**config.mk**
```make
export PLATFORM = sky130hd
export DESIGN_NAME = fetch_controller_flat
export DESIGN_NICKNAME = d
export VERILOG_FILES = /design/src/rtl/fetch_controller_pkg.sv /design/src/rtl/fetch_controller_if.sv /design/src/rtl/fetch_controller.sv /design/src/flat_wrapper.sv
export SDC_FILE = /design/constraint.sdc
export NUM_CORES = 1
export LEC_CHECK = 0
export ABC_CLOCK_PERIOD_IN_PS = 3220
export BUFFER_PORTS_ARGS = -buffer_cell sky130_fd_sc_hd__clkbuf_2
export CORE_MARGIN = 5
export CORE_UTILIZATION = 44
export DETAILED_ROUTE_END_ITERATION = 10
export PLACE_DENSITY = 0.86
export REMOVE_ABC_BUFFERS = 1
export SLEW_MARGIN = 20
export SYNTH_ARGS = -nofsm -noshare
export SYNTH_HDL_FRONTEND = slang
export SYNTH_SLANG_ARGS = --single-unit
```
**constraint.sdc**
```tcl
create_clock -name clk -period 3.22 [get_ports clk]
set_clock_uncertainty 0.15 [all_clocks]
set_input_delay 0.322 -clock clk [delete_from_list [all_inputs] [get_ports clk]]
set_output_delay 0.322 -clock clk [all_outputs]
set_load 0.05 [all_outputs]
```
**src/rtl/fetch_controller_pkg.sv**
```systemverilog
// Shared CPU constants used by the fetch controller and its interface.
package fetch_controller_pkg;
    localparam int XLEN             = 32;
    localparam int INSTR_ALIGN_BITS = 2;
endpackage

```
**src/rtl/fetch_controller_if.sv**
```systemverilog
// Instruction-memory request/response channel plus the buffered-instruction
// channel towards decode.
interface fetch_controller_if;
    import fetch_controller_pkg::*;

    logic            imem_req;
    logic [XLEN-1:0] imem_addr;
    logic            imem_gnt;
    logic            imem_rvalid;
    logic [XLEN-1:0] imem_rdata;
    logic            instr_valid;
    logic            instr_ready;
    logic [XLEN-1:0] instr;
    logic [XLEN-1:0] instr_pc;

    modport master (
        output imem_req, imem_addr,
        input  imem_gnt, imem_rvalid, imem_rdata,
        output instr_valid, instr, instr_pc,
        input  instr_ready
    );

    modport slave (
        input  imem_req, imem_addr,
        output imem_gnt, imem_rvalid, imem_rdata,
        input  instr_valid, instr, instr_pc,
        output instr_ready
    );
endinterface

```
**src/rtl/fetch_controller.sv**
```systemverilog
// Single-outstanding-request instruction fetch FSM with a one-entry
// instruction buffer; the PC itself lives in the parent and is steered here.
//
// state | meaning
// ------+-----------------------------------------------------------
// BOOT  | first cycle after reset, no strobes
// REQ   | imem_req high until granted
// WAIT  | request accepted, waiting for read data
// HOLD  | instruction buffered, offered to decode
// FLUSH | redirected while a request is in flight; drop its response
// HALT  | misaligned redirect trapped; only reset leaves
module fetch_controller
    import fetch_controller_pkg::*;
#(
    parameter bit MISALIGN_TRAP = 1'b1
) (
    input  logic            clk,
    input  logic            reset,
    input  logic [XLEN-1:0] pc,
    output logic            pc_count,
    output logic            pc_load,
    output logic [XLEN-1:0] pc_value,
    input  logic            redirect,
    input  logic [XLEN-1:0] redirect_pc,
    output logic            fetch_fault,
    fetch_controller_if.master bus
);

    typedef enum logic [2:0] {
        BOOT  = 3'd0,
        REQ   = 3'd1,
        WAIT  = 3'd2,
        HOLD  = 3'd3,
        FLUSH = 3'd4,
        HALT  = 3'd5
    } state_t;

    state_t          state;
    state_t          next_state;
    logic            capture;
    logic            misaligned;
    logic            redirect_take;
    logic [XLEN-1:0] instr_q;
    logic [XLEN-1:0] instr_pc_q;

    assign misaligned    = MISALIGN_TRAP && (redirect_pc[INSTR_ALIGN_BITS-1:0] != '0);
    assign redirect_take = redirect && (state != HALT);

    always_ff @(posedge clk) begin
        if (reset) begin
            state      <= BOOT;
            instr_q    <= '0;
            instr_pc_q <= '0;
        end else begin
            state <= next_state;
            if (capture) begin
                instr_q    <= bus.imem_rdata;
                instr_pc_q <= pc;
            end
        end
    end

    always_comb begin
        next_state      = state;
        capture         = 1'b0;
        pc_count        = 1'b0;
        pc_load         = 1'b0;
        fetch_fault     = 1'b0;
        bus.imem_req    = 1'b0;
        bus.instr_valid = 1'b0;

        case (state)
            BOOT: next_state = REQ;
            REQ: begin
                bus.imem_req = 1'b1;
                if (bus.imem_gnt) next_state = WAIT;
            end
            WAIT: begin
                if (bus.imem_rvalid) begin
                    capture    = 1'b1;
                    pc_count   = 1'b1;
                    next_state = HOLD;
                end
            end
            HOLD: begin
                bus.instr_valid = 1'b1;
                if (bus.instr_ready) next_state = REQ;
            end
            FLUSH: begin
                if (bus.imem_rvalid) next_state = REQ;
            end
            HALT: next_state = HALT;
            default: next_state = BOOT;
        endcase

        // Redirect overrides every handshake; an in-flight response is
        // either consumed this cycle or left for FLUSH to swallow.
        if (redirect_take) begin
            capture  = 1'b0;
            pc_count = 1'b0;
            if (misaligned) begin
                fetch_fault = 1'b1;
                next_state  = HALT;
            end else begin
                pc_load = 1'b1;
                case (state)
                    REQ:     next_state = bus.imem_gnt    ? FLUSH : REQ;
                    WAIT:    next_state = bus.imem_rvalid ? REQ   : FLUSH;
                    FLUSH:   next_state = bus.imem_rvalid ? REQ   : FLUSH;
                    default: next_state = REQ;
                endcase
            end
        end

        if (reset) begin
            next_state      = BOOT;
            capture         = 1'b0;
            pc_count        = 1'b0;
            pc_load         = 1'b0;
            fetch_fault     = 1'b0;
            bus.imem_req    = 1'b0;
            bus.instr_valid = 1'b0;
        end
    end

    assign bus.imem_addr = reset ? '0 : pc;
    assign pc_value      = reset ? '0 : redirect_pc;
    assign bus.instr     = instr_q;
    assign bus.instr_pc  = instr_pc_q;

endmodule

```
**src/flat_wrapper.sv**
```systemverilog
// flat-port wrapper written by rule: the top's interface ports become plain ports
module fetch_controller_flat import fetch_controller_pkg::*;
#(
    parameter bit MISALIGN_TRAP = 1'b1
)
  (clk, reset, pc, pc_count, pc_load, pc_value, redirect, redirect_pc, fetch_fault, bus_imem_req, bus_imem_addr, bus_imem_gnt, bus_imem_rvalid, bus_imem_rdata, bus_instr_valid, bus_instr, bus_instr_pc, bus_instr_ready);
  fetch_controller_if bus_i ();
  input  logic clk;
  input  logic reset;
  input  logic [XLEN-1:0] pc;
  output logic pc_count;
  output logic pc_load;
  output logic [XLEN-1:0] pc_value;
  input  logic redirect;
  input  logic [XLEN-1:0] redirect_pc;
  output logic fetch_fault;
  output wire logic [$bits(bus_i.imem_req)-1:0] bus_imem_req;
  output wire logic [$bits(bus_i.imem_addr)-1:0] bus_imem_addr;
  input wire logic [$bits(bus_i.imem_gnt)-1:0] bus_imem_gnt;
  input wire logic [$bits(bus_i.imem_rvalid)-1:0] bus_imem_rvalid;
  input wire logic [$bits(bus_i.imem_rdata)-1:0] bus_imem_rdata;
  output wire logic [$bits(bus_i.instr_valid)-1:0] bus_instr_valid;
  output wire logic [$bits(bus_i.instr)-1:0] bus_instr;
  output wire logic [$bits(bus_i.instr_pc)-1:0] bus_instr_pc;
  input wire logic [$bits(bus_i.instr_ready)-1:0] bus_instr_ready;
  assign bus_imem_req = bus_i.imem_req;
  assign bus_imem_addr = bus_i.imem_addr;
  assign bus_i.imem_gnt = bus_imem_gnt;
  assign bus_i.imem_rvalid = bus_imem_rvalid;
  assign bus_i.imem_rdata = bus_imem_rdata;
  assign bus_instr_valid = bus_i.instr_valid;
  assign bus_instr = bus_i.instr;
  assign bus_instr_pc = bus_i.instr_pc;
  assign bus_i.instr_ready = bus_instr_ready;
  fetch_controller #(.MISALIGN_TRAP(MISALIGN_TRAP)) u_core (.clk(clk), .reset(reset), .pc(pc), .pc_count(pc_count), .pc_load(pc_load), .pc_value(pc_value), .redirect(redirect), .redirect_pc(redirect_pc), .fetch_fault(fetch_fault), .bus(bus_i));
endmodule
```
==> results.json <==
{
  "status": "finished clean",
  "synth_area_per_cell_sq_um": 8.01,
  "cts.clk_slew.worst_paths_ns": 0.08,
  "track_usage_pct": 22.4,
  "synth-edff-count": 0,
  "row_count": 31,
  "setup_viol": 0,
  "netlist_area_sq_um": 3200,
  "antenna_found_initial": 0,
  "critPathBufInv": 1,
  "reg2reg_depth": 4,
  "ys_top_cells_by_count": "dfxtp_1 (67), a21oi_1 (66), nand3_1 (64), nor2b_1 (64), o21ai_0 (57)",
  "path_class": "reg -> out",
  "vias_per_cell": 5.25,
  "vias": 3729,
  "min_period_over_period_pct": 74.0,
  "cts_hold_buf": 0,
  "r2r_end": "u_core.bus.instr_pc[1]",
  "ys_types": 31,
  "dieWidth_um": 95.2,
  "relSlewSlack_pct": 54.1,
  "dr_wl_met3_um": 894,
  "tns_ns": 0,
  "drive_gt1_share_pct": 43.4,
  "clk_path_buf_depth": 2,
  "cts.sinks": 67,
  "tritoncts": "built",
  "arrival_ns": 1.91,
  "async_reset_ff_share_pct": 0,
  "grt_max_degree": 74,
  "slew_viol_final": 0,
  "max_stage_delay_ns": 0.69,
  "routedWlPerCell_um": 15.2,
  "drt_iter0_markers": 190,
  "grt_overflow": 0,
  "io_pins": 235,
  "rsz0062_at_grt": "false",
  "dp.cells": 694,
  "maxCapViolations": 0,
  "path_depth": 3,
  "fin_util_pct": 63.3,
  "wl_met1_um": 4120,
  "period_minus_slack_ns": 2.38,
  "critPathTopFamily": "simple AND/OR/NAND/NOR gates",
  "cts_setup_buffers": 0,
  "cts-resized-gates": 0,
  "ys_top_cells_by_area": "dfxtp_1 (42%), nor2b_1 (13%), a21oi_1 (10%)",
  "place.gp.congestion": 0.857,
  "grt_pass1_wl_um": 16100,
  "crit_required_ns": 2.75,
  "seq_area_frac_synth_pct": 42.0,
  "topRoutingLayerUsed": "met4",
  "synth.ff_latch_count": 67,
  "worst_pin_slew_ns": 0.688,
  "reg2reg_from": "u_core.state[1]",
  "max_freq_ghz": 0.420,
  "core_area_sq_um": 7180,
  "hp-class": "in -> reg",
  "clock-root-buffer": "clkbuf_8",
  "die_h_um": 95.2,
  "synth.most_common_cell": "dfxtp_1",
  "floorplan.die_area_sq_um": 9070,
  "yosysWarnings": 0,
  "drc": 0,
  "synth-main-ff-cell": "dfxtp_1",
  "initial_core_util_pct": 44.6,
  "ff2ff_setup_slack_ns": 1.23,
  "hpwl_um": 7990,
  "port_buffers": 234,
  "dr_wl_met2_um": 5410,
  "dr.pass1.iters": 5,
  "yosys.area.top_type": "dfxtp_1",
  "crit_slowest_cell": "or3_4",
  "endpoint": "pc_count",
  "ir_worst_vdd_mv": 0.238,
  "finalHoldViolations": 0,
  "endpoint_kind": "primary output",
  "first_global_vias": 3488,
  "final_cells": 710,
  "synth_cells": 399,
  "fill_cells": 646,
  "p_leak_uw": 0.00204,
  "power_density_nw_per_um2": 447,
  "clk_latency_ns": 0.34,
  "final_nets": 708,
  "start_kind": "flop",
  "area_delta_synth_final_pct": 42.0,
  "antenna_left": 0,
  "drt_wl_total_um": 10800,
  "n_antenna_cell": 0,
  "htree_levels": 3,
  "crit_chain": "or3_4 > nor2_1 > clkbuf_2",
  "cts_buffers": 9,
  "critPathLaunch": "u_core.state[2]",
  "synth_top_cell_area_share_pct": 42.0,
  "critPathMaxFanout": 66
}
-- flip-flops by register name, summed over array words and instances (netlist names) --
name	count
u_core.bus.instr	32
u_core.bus.instr_pc	32
u_core.state	3
-- per-layer routing --
layer	global-route usage (%)	vias up
met1	25.9	1726
li1	-	1808
met5	0	-
met4	8.77	0
met3	5.84	24
met2	39.1	171
-- cells in the final DEF (no fill, tap or decap), types with 2 or more instances in the layout --
| master | count |
|---|---|
| o21ai_1 | 7 |
| inv_1 | 2 |
| nand3_1 | 64 |
| clkbuf_2 | 233 |
| nor2b_1 | 64 |
| bufinv_16 | 2 |
| a21oi_1 | 66 |
| o21ba_2 | 2 |
| dfxtp_1 | 67 |
| nor2_1 | 5 |
| a311oi_2 | 2 |
| clkbuf_8 | 10 |
| buf_4 | 7 |
| o21ai_0 | 57 |
| clkinvlp_4 | 2 |
| nor3_1 | 2 |
-- worst reg2reg max path: cells and delay by family, from the launching register on --
kind	cells	cell delay, ns
simple gates	2	0.79
buf+inv	1	0.28
flops	1	0.56
compound gates	1	0.14
-- through the flow --
step / hold slack (ns) / instance area [sq um] / setup WS, ns / power, uW
finish: 0.0517 / 4540 / 0.837 / 2030
global route: 0.0400 / 4540 / 0.781 / 2110
CTS: 0.0346 / 4540 / 0.828 / 2050
detailed placement: 0.316 / 4310 / 1.12 / 1260
global placement: 0.310 / 4310 / 1.12 / 1260
floorplan: 0.241 / 2950 / 0.369 / 1100
-- kinds of logic (layout without fill, tap and decap cells) --
family | count (synthesis) | count (layout) | synth area share, %
simple gates | 147 | 147 | 27.0
flops | 67 | 67 | 42.0
compound gates | 138 | 138 | 23.1
buf+inv | 47 | 259 | 7.95
-- worst min path at each step --
stage | to | slack, ns | depth (start not counted) | startpoint
floorplan | u_core.bus.instr[0] | 0.24 | 1 | reset
global placement | u_core.bus.instr_pc[8] | 0.31 | 2 | u_core.bus.instr_pc[8]
detailed placement | u_core.bus.instr_pc[20] | 0.32 | 2 | u_core.bus.instr_pc[20]
CTS | u_core.state[1] | 0.03 | 2 | bus_instr_ready
global route | u_core.bus.instr[11] | 0.04 | 3 | bus_imem_rdata[11]
finish | u_core.state[1] | 0.05 | 2 | bus_instr_ready
-- where the power goes --
| part | switching [uW] | internal, uW | total [uW] |
|---|---|---|---|
| Sequential | 10.1 | 833 | 843 |
| Clock | 333 | 457 | 790 |
| Combinational | 285 | 114 | 399 |
| Total | 628 | 1400 | 2030 |
-- area by class of cell --
cell class                 count  area (sq um)  share of cell area (%)
clock buffer                  10           138                    3.03
sequential                    67          1340                    29.5
tap                           99           124                    2.73
multi-input combinational    285          1600                    35.3
timing repair buffer         241          1240                    27.3
inverter                       2          7.51                   0.165
clock inverter                 6          88.8                    1.96
No activity file was read; power rests on OpenSTA's default activity.
